==> src/rtl/multi_input_pkg.sv <==
// Shared sizing helpers for the multi-input adder front end, its packer and bench.
package multi_input_pkg;

  localparam int NUM_INPUT_DFLT    = 45;
  localparam int WIDTH_IN_DFLT     = 16;
  localparam int OUTPUT_DELAY_DFLT = 5;

  // Counter width able to hold 0..num_input inclusive.
  function automatic int cnt_w(input int num_input);
    return $clog2(num_input + 1);
  endfunction

  // Adder result width: enough headroom for num_input full-scale samples.
  function automatic int width_out(input int width_in, input int num_input);
    return width_in + $clog2(num_input);
  endfunction

  localparam int CNT_W     = cnt_w(NUM_INPUT_DFLT);
  localparam int WIDTH_OUT = width_out(WIDTH_IN_DFLT, NUM_INPUT_DFLT);

endpackage

==> src/rtl/multi_input_packer_if.sv <==
// Sample stream in, packed frame out; slave is the packer, master is the producer/consumer side.
interface multi_input_packer_if
  import multi_input_pkg::*;
#(
  parameter int NUM_INPUT = NUM_INPUT_DFLT,
  parameter int WIDTH_IN  = WIDTH_IN_DFLT
);
  localparam int FILL_W = cnt_w(NUM_INPUT);

  logic                                s_valid;
  logic                                s_ready;
  logic [WIDTH_IN-1:0]                 s_data;
  logic                                flush;
  logic [NUM_INPUT-1:0][WIDTH_IN-1:0]  din;
  logic                                din_valid;
  logic                                sum_valid;
  logic [FILL_W-1:0]                   fill_count;

  modport master (
    output s_valid, s_data, flush,
    input  s_ready, din, din_valid, sum_valid, fill_count
  );

  modport slave (
    input  s_valid, s_data, flush,
    output s_ready, din, din_valid, sum_valid, fill_count
  );
endinterface

==> src/rtl/valid_delay_line.sv <==
// Enable-gated strobe delay: out is in delayed by DEPTH enabled clock edges.
module valid_delay_line #(
  parameter int DEPTH = 5
) (
  input  logic clk,
  input  logic rst,
  input  logic ena,
  input  logic in,
  output logic out
);
  logic [DEPTH-1:0] shift_q, shift_d;

  always_comb begin
    shift_d = shift_q;
    if (ena) begin
      shift_d[0] = in;
      for (int i = 1; i < DEPTH; i++) shift_d[i] = shift_q[i-1];
    end
  end

  always_ff @(posedge clk or posedge rst) begin
    if (rst) shift_q <= '0;
    else     shift_q <= shift_d;
  end

  assign out = shift_q[DEPTH-1];
endmodule

==> src/rtl/multi_input_packer.sv <==
// Packs NUM_INPUT stream samples into a double-buffered parallel frame for the adder,
// with a sum_valid strobe aligned to the adder's fixed latency.
module multi_input_packer
  import multi_input_pkg::*;
#(
  parameter int NUM_INPUT    = NUM_INPUT_DFLT,
  parameter int WIDTH_IN     = WIDTH_IN_DFLT,
  parameter int OUTPUT_DELAY = OUTPUT_DELAY_DFLT
) (
  input logic                 clk,
  input logic                 rst,
  input logic                 ena,
  multi_input_packer_if.slave bus
);
  localparam int IDX_W = cnt_w(NUM_INPUT);
  localparam logic [IDX_W-1:0] LAST_IDX = IDX_W'(NUM_INPUT - 1);

  typedef logic [NUM_INPUT-1:0][WIDTH_IN-1:0] frame_t;

  frame_t            fill_q, fill_d;
  frame_t            din_q, din_d;
  logic [IDX_W-1:0]  idx_q, idx_d;
  logic              din_valid_q, din_valid_d;
  logic              beat, emit;

  always_comb begin
    // NOTE: every comb output gets a default first so no path leaves it unassigned (no latches).
    fill_d      = fill_q;
    din_d       = din_q;
    idx_d       = idx_q;
    din_valid_d = din_valid_q;

    beat = ena && bus.s_valid;
    // A flush that lands on the completing beat is just a normal completion.
    emit = (beat && idx_q == LAST_IDX) ||
           (ena && bus.flush && (idx_q != '0 || beat));

    if (beat) fill_d[idx_q] = bus.s_data;

    if (emit) begin
      // Unfilled slots go to zero: the additive identity for signed or unsigned sums.
      for (int k = 0; k < NUM_INPUT; k++) begin
        if (k < int'(idx_q))                  din_d[k] = fill_q[k];
        else if (k == int'(idx_q) && beat)    din_d[k] = bus.s_data;
        else                                  din_d[k] = '0;
      end
      idx_d = '0;
    end else if (beat) begin
      idx_d = idx_q + IDX_W'(1);
    end

    if (ena) din_valid_d = emit;
  end

  // NOTE: the fill buffer is never read beyond idx, so it carries no reset.
  always_ff @(posedge clk) begin
    fill_q <= fill_d;
  end

  always_ff @(posedge clk or posedge rst) begin
    // NOTE: non-blocking assignments so every flop samples pre-edge values.
    if (rst) begin
      din_q       <= '0;
      idx_q       <= '0;
      din_valid_q <= 1'b0;
    end else begin
      din_q       <= din_d;
      idx_q       <= idx_d;
      din_valid_q <= din_valid_d;
    end
  end

  valid_delay_line #(.DEPTH(OUTPUT_DELAY)) u_sum_delay (
    .clk (clk),
    .rst (rst),
    .ena (ena),
    .in  (din_valid_q),
    .out (bus.sum_valid)
  );

  assign bus.s_ready    = ena;
  assign bus.din        = din_q;
  assign bus.din_valid  = din_valid_q;
  assign bus.fill_count = idx_q;
endmodule

==> src/flat_wrapper.sv <==
// flat-port wrapper written by rule: the top's interface ports become plain ports
module multi_input_packer_flat import multi_input_pkg::*;
#(
  parameter int NUM_INPUT    = NUM_INPUT_DFLT,
  parameter int WIDTH_IN     = WIDTH_IN_DFLT,
  parameter int OUTPUT_DELAY = OUTPUT_DELAY_DFLT
)
  (clk, rst, ena, bus_s_valid, bus_s_data, bus_flush, bus_s_ready, bus_din, bus_din_valid, bus_sum_valid, bus_fill_count);
  multi_input_packer_if #(.NUM_INPUT(NUM_INPUT), .WIDTH_IN(WIDTH_IN)) bus_i ();
  input logic clk;
  input logic rst;
  input logic ena;
  input wire logic [$bits(bus_i.s_valid)-1:0] bus_s_valid;
  input wire logic [$bits(bus_i.s_data)-1:0] bus_s_data;
  input wire logic [$bits(bus_i.flush)-1:0] bus_flush;
  output wire logic [$bits(bus_i.s_ready)-1:0] bus_s_ready;
  output wire logic [$bits(bus_i.din)-1:0] bus_din;
  output wire logic [$bits(bus_i.din_valid)-1:0] bus_din_valid;
  output wire logic [$bits(bus_i.sum_valid)-1:0] bus_sum_valid;
  output wire logic [$bits(bus_i.fill_count)-1:0] bus_fill_count;
  assign bus_i.s_valid = bus_s_valid;
  assign bus_i.s_data = bus_s_data;
  assign bus_i.flush = bus_flush;
  assign bus_s_ready = bus_i.s_ready;
  assign bus_din = bus_i.din;
  assign bus_din_valid = bus_i.din_valid;
  assign bus_sum_valid = bus_i.sum_valid;
  assign bus_fill_count = bus_i.fill_count;
  multi_input_packer #(.NUM_INPUT(NUM_INPUT), .WIDTH_IN(WIDTH_IN), .OUTPUT_DELAY(OUTPUT_DELAY)) u_core (.clk(clk), .rst(rst), .ena(ena), .bus(bus_i));
endmodule
==> config.mk <==
export PLATFORM = sky130hd
export DESIGN_NAME = multi_input_packer_flat
export DESIGN_NICKNAME = d
export VERILOG_FILES = /design/src/rtl/multi_input_pkg.sv /design/src/rtl/multi_input_packer_if.sv /design/src/rtl/valid_delay_line.sv /design/src/rtl/multi_input_packer.sv /design/src/flat_wrapper.sv
export SDC_FILE = /design/constraint.sdc
export NUM_CORES = 2
export LEC_CHECK = 0
export CELL_PAD_IN_SITES_DETAIL_PLACEMENT = 2
export CELL_PAD_IN_SITES_GLOBAL_PLACEMENT = 2
export CORE_AREA = 2 2 376 378
export DETAILED_ROUTE_END_ITERATION = 7
export DIE_AREA = 0 0 378 380
export GPL_ROUTABILITY_DRIVEN = 1
export PLACE_DENSITY = 0.9
export SLEW_MARGIN = 40
export SYNTH_ARGS = -nofsm -noshare
export SYNTH_HDL_FRONTEND = slang
export SYNTH_SLANG_ARGS = --single-unit
==> constraint.sdc <==
create_clock -name clk -period 37.6 [get_ports clk]
set_input_delay 7.52 -clock clk [delete_from_list [all_inputs] [get_ports clk]]
set_output_delay 7.52 -clock clk [all_outputs]
set_load 0.01 [all_outputs]
**Word-level counts from Yosys, hierarchy flattened**

Index checks and enable logic that the tools add are counted.

- Reductions and logical operators: 55
- $add $sub $neg: 1
- Equal/unequal tests: 45
- Order comparisons: 47
- Multiplexer cells: 95

Operator list:

| kind | number |
|---|---|
| 16-bit two-way mux | 91 |
| 720-bit bitwise mux | 1 |
| 6-bit == test (first input constant) | 29 |
| 16-bit demux with 6-bit select | 1 |
| 5-bit by 6-bit less-than comparator with 1-bit output (first input constant) | 16 |
| 6-bit less-than comparator (first input constant) | 13 |
| 1-bit logical AND | 50 |
| 5-bit by 6-bit == test with 1-bit output (first input constant) | 8 |
| 4-bit by 6-bit less-than comparator with 1-bit output (first input constant) | 8 |
| 4-bit by 6-bit == test with 1-bit output (first input constant) | 4 |
| 3-bit by 6-bit less-than comparator with 1-bit output (first input constant) | 4 |
| 3-bit by 6-bit == test with 1-bit output (first input constant) | 2 |
| 1-bit by 6-bit less-than comparator with 1-bit output (first input constant) | 2 |
| 2-bit by 6-bit less-than comparator with 1-bit output (first input constant) | 2 |
| 6-bit two-way mux | 2 |
| 6-bit by 7-bit less-than comparator with 1-bit output (second input constant) | 1 |
| 6-bit by 1-bit adder with 6-bit output (second input constant) | 1 |
| 2-bit by 6-bit == test with 1-bit output (first input constant) | 1 |
| 6-bit == test (second input constant) | 1 |
| 6-bit by 1-bit greater-or-equal comparator with 1-bit output (second input constant) | 1 |
| 6-bit zero test | 1 |
| 6-bit nonzero test | 1 |
| 1-bit logical OR | 2 |
| 2-bit nonzero test | 1 |

- Logic and storage cells: 336
- Bits in registers: 1452

**Longest topological paths before layout**

- Word-level depth: 5
- Depth in mapped cells: 11
- Mapped depth without buffers: 6

**Modules after synthesis**

Synthesis repeated with hierarchy kept, for this count alone.

- Cells, all modules: 4575
- Area, all modules: 57345.0 um^2

Modules (own cells, without submodules):

| module | cells each | instances | seq. area each (um^2) | area an instance (um^2) |
|---|---|---|---|---|
| multi_input_packer | 4564 | 1 | 39813.2 | 57159.8 |
| valid_delay_line | 11 | 1 | 125.1 | 185.2 |

**Least setup slack after synthesis**

Ideal clock, no wire load.

- Path kind: in2out
- From: input port ena
- To: output port bus_s_ready
- Path slack: 22.441 ns
- Data arrival time: 7.639 ns
- Stages on the path: 1
- Data required time: 30.080 ns
- Buffers on the path: 1
- Cell sequence: buf_4

RTL lines:

| item | line | source |
|---|---|---|
| from (decl) | flat_wrapper.sv:12 | `input logic ena;` |
| to (decl) | flat_wrapper.sv:16 | `output wire logic [$bits(bus_i.s_ready)-1:0] bus_s_ready;` |

No word-level cell between the ends.

**Worst setup path after layout**

- From: input port ena
- To: output port bus_s_ready

No word-level cell between the ends.

==> summary.txt <==
===========================================================================================
Count of final hold-check violations                                                      0
Sequence of cells on the critical path                                         clkdlybuf4s50_1, clkdlybuf4s50_1
Via count of the first global-routing pass                                            46100
Initial Util                                                                          42.8%
Max Buffers Root-to-Sink                                                                  3
Outcome                                                                        finished clean
Worst path bufs/invs                                                                      2
Number of design-rule violations left by the first detailed-router iteration           4802
Clock latency on the worst-skew pair                                                0.83 ns
Final number of max-transition violations                                                 0
Upper clock frequency limit                                                        62.0 MHz
Leakage                                                                             29.7 nW
Most instantiated flip-flop cell in the synthesis netlist                           dfrtp_1
Largest fanout on the critical path                                                       2
Number of antenna violations at the first check in global routing                        13
Height of the die                                                                    380 um
Class of the worst hold path                                                     reg -> reg
Share of synthesized registers carrying an async set or reset                         50.4%
Overflow left after global routing                                                        0
Routed wire length per instance                                                     41.0 um
Placed inst area                                                                 69000 um^2
Share of the synthesized area in the top cell type                                    36.3%
Wire length of the first global-routing pass                                         376 mm
Post-synthesis area per instance                                                  15.4 um^2
Total negative setup slack                                                             0 ns
Crit-path leading delay family                                                 buffers and inverters
Filler-free cell count of the finished design                                          6609
Total of flip-flops plus latches after synthesis                                       1452
Inserted Clock Buffers                                                                  157
Layout cell share with drive strength beyond 1                                        14.9%
Number of H-tree levels                                                                   4
Clock net sink count                                                                   1452
Remaining design rule violation count                                                     0
Worst slew pin tran                                                                0.915 ns
Count of input and output buffers                                                       749
Most instantiated library cell after synthesis                                      dfrtp_1
Startpoint types                                                                 input port
Max Cap Violations                                                                        0
Number of unique standard cell types used by synthesis                                   59
Number of nets at the end of the flow                                                  4618
Signed area change from the synthesized netlist to the final layout                   24.8%
Required time at the worst-slack endpoint                                          30.08 ns
Layout fillers                                                                        12400
RSZ-0062 raised after global routing                                                     no
Hold-fix buffers at CTS                                                                   0
Highest cell delay on the worst timing path                                         0.56 ns
Maximum number of pins on one net before global-route repair                            146
Total routed wirelength                                                              271 mm
Signal arrival time at the worst endpoint                                           8.60 ns
Slew Limit Headroom                                                                   38.9%
Clock tree from TritonCTS                                                               yes
Fraction of the cycle the final worst path needs                                      42.9%
Maximum ir drop on the vdd rail                                                 0.0000356 V
Number of failing setup endpoints in the final timing report                              0
Placed Instances                                                                       6303
Count of synthesis-stage warnings from yosys                                              0
Resized Gates After CTS                                                                   0
Yosys top cell by area                                                             edfxtp_1
Pwr per Cell Area                                                              53.1 nW/um^2
Placer's final routability congestion estimate                                        0.806
Dominant cells by area after synthesis                                         edfxtp_1 36%, dfrtp_1 31%, mux2_1 7.8%
Final worst hold slack                                                             0.485 ns
Placeable Area                                                                  139000 um^2
Worst path most repeated cell                                                  clkdlybuf4s50_1
Total routing usage reported by global routing                                        37.2%
Most instantiated cells after synthesis                                        732 x dfrtp_1, 720 x edfxtp_1, 414 x mux2_1
Total design power                                                                  3.94 mW
Post-CTS Setup Inserts                                                                    0
Number of flops mapped to enable cells by yosys                                         720
Synthesized instance count                                                             3864
WS Path Type                                                                      in -> out
Number of cell rows                                                                     137
Kind of end point of the critical path                                          output port
Total vias in the final route                                                         42300
Reg clk slew, reported paths                                                        0.06 ns
Ports                                                                                   750
Setup Skew                                                                        0.0437 ns
Post-route cell area                                                             74300 um^2
Antenna Nets Post-Route                                                                   0
Syn nets                                                                               3890
Post-synthesis sequential area ratio                                                  67.1%
Min Clock Period, post-route                                                       16.12 ns
Mean number of vias per cell                                                           6.40
Cell Area, Synth                                                                 59500 um^2
Total half-perimeter wirelength after legalization and detailed placement            162 mm
Width of the die                                                                     378 um
Number of search-and-repair iterations in the first detailed-routing pass                 6
Clock root buffer                                                                 clkbuf_16
Worst-path cell with the longest stage delay                                   clkdlybuf4s50_1
Total die area                                                                  144000 um^2
===========================================================================================
where the power goes:
| part | switching [mW] | internal [mW] |
|---|---|---|
| registers | 0.0626 | 1.72 |
| clock network | 0.717 | 0.883 |
| logic | 0.388 | 0.170 |
| total | 1.17 | 2.78 |
routing by layer:
| layer | routed length, um | up-vias | part of all wire [%] | track usage (%) |
|---|---|---|---|---|
| met1 | 98300 | 22500 | 36 | 44.3 |
| met3 | 21200 | 864 | 7.8 | 7.62 |
| li1 | - | 16100 | - | - |
| met2 | 130000 | 2884 | 48 | 60.8 |
| met4 | 20600 | 8 | 7.6 | 24.9 |
| met5 | 66 | - | 0.024 | 0 |
final cells by class:
class | instances | area [um^2] | share of cell area (%)
clock inverter | 65 | 602 | 0.810
antenna | 5 | 12.5 | 0.0168
clock buffer | 230 | 4490 | 6.04
inverter | 102 | 390 | 0.525
timing repair buffer | 892 | 8720 | 11.7
sequential | 1452 | 39900 | 53.8
multi-input combinational | 1987 | 17800 | 24.0
tap | 1876 | 2350 | 3.16
cell families after synthesis:
family | count (synthesis) | synth area share, %
DFF | 1452 | 67.1
AOI/OAI and AO/OA | 800 | 10.5
muxes | 743 | 15.1
and+or+nand+nor | 434 | 3.46
buffers and inverters | 425 | 3.63
xor gates and xnor gates | 5 | 0.0736
adders and majority gates | 5 | 0.105
worst paths after layout:
check,from,to,slack (ns),cells past startpoint
min in group asynchronous,rst,u_core.bus.din[580]$_DFFE_PP0P_,7.17,2
min reg2reg,u_core.fill_q[718]$_DFFE_PP_,u_core.bus.din[718]$_DFFE_PP0P_,0.48,1
max reg2reg,u_core.bus.fill_count[0]$_DFFE_PP0P_,u_core.bus.din[24]$_DFFE_PP0P_,31.92,10
min,u_core.fill_q[718]$_DFFE_PP_,u_core.bus.din[718]$_DFFE_PP0P_,0.48,1
max in group asynchronous,rst,u_core.bus.din[110]$_DFFE_PP0P_,28.45,4
max,ena,bus_s_ready,21.48,2
stage by stage:
stage               worst slack (ns)  utilization, %
floorplan                       9.54               -
global placement               21.49            49.4
detailed placement             21.48            49.6
CTS                            21.47            53.2
global route                   21.47            53.4
finish                         21.48            53.4
sequential cells by signal, summed over array words and instances, names as in the netlist:
register and flops:
u_core.fill_q 720, u_core.bus.din_valid 1, u_core.u_sum_delay.shift_q 5, u_core.bus.fill_count 6, u_core.bus.din 720
cells in the final DEF (no fill, tap or decap), types with 6 or more instances in the layout:
cell             count
inv_6                6
clkinv_1            18
nand2_1            164
mux2i_1             93
buf_4              133
o31ai_1            206
inv_1              100
nand4_1             18
a221o_1             16
a22o_1             352
clkinv_2            22
dfrtp_1            727
nor3_2              12
a22oi_1             80
o21ai_0             95
and2_1              18
mux2_4             200
nand3_1             56
nor3_1              21
clkdlybuf4s50_1    733
or3_1               15
clkbuf_16          161
clkbuf_1            49
a21oi_1              6
edfxtp_1           720
buf_6               18
nor2_1              64
o2bb2ai_1           16
mux2_1             414
mux2_2              36
clkbuf_8            20
nor2_4              15
bufinv_16            7
Note: power is estimated with default switching activity, not from simulation.
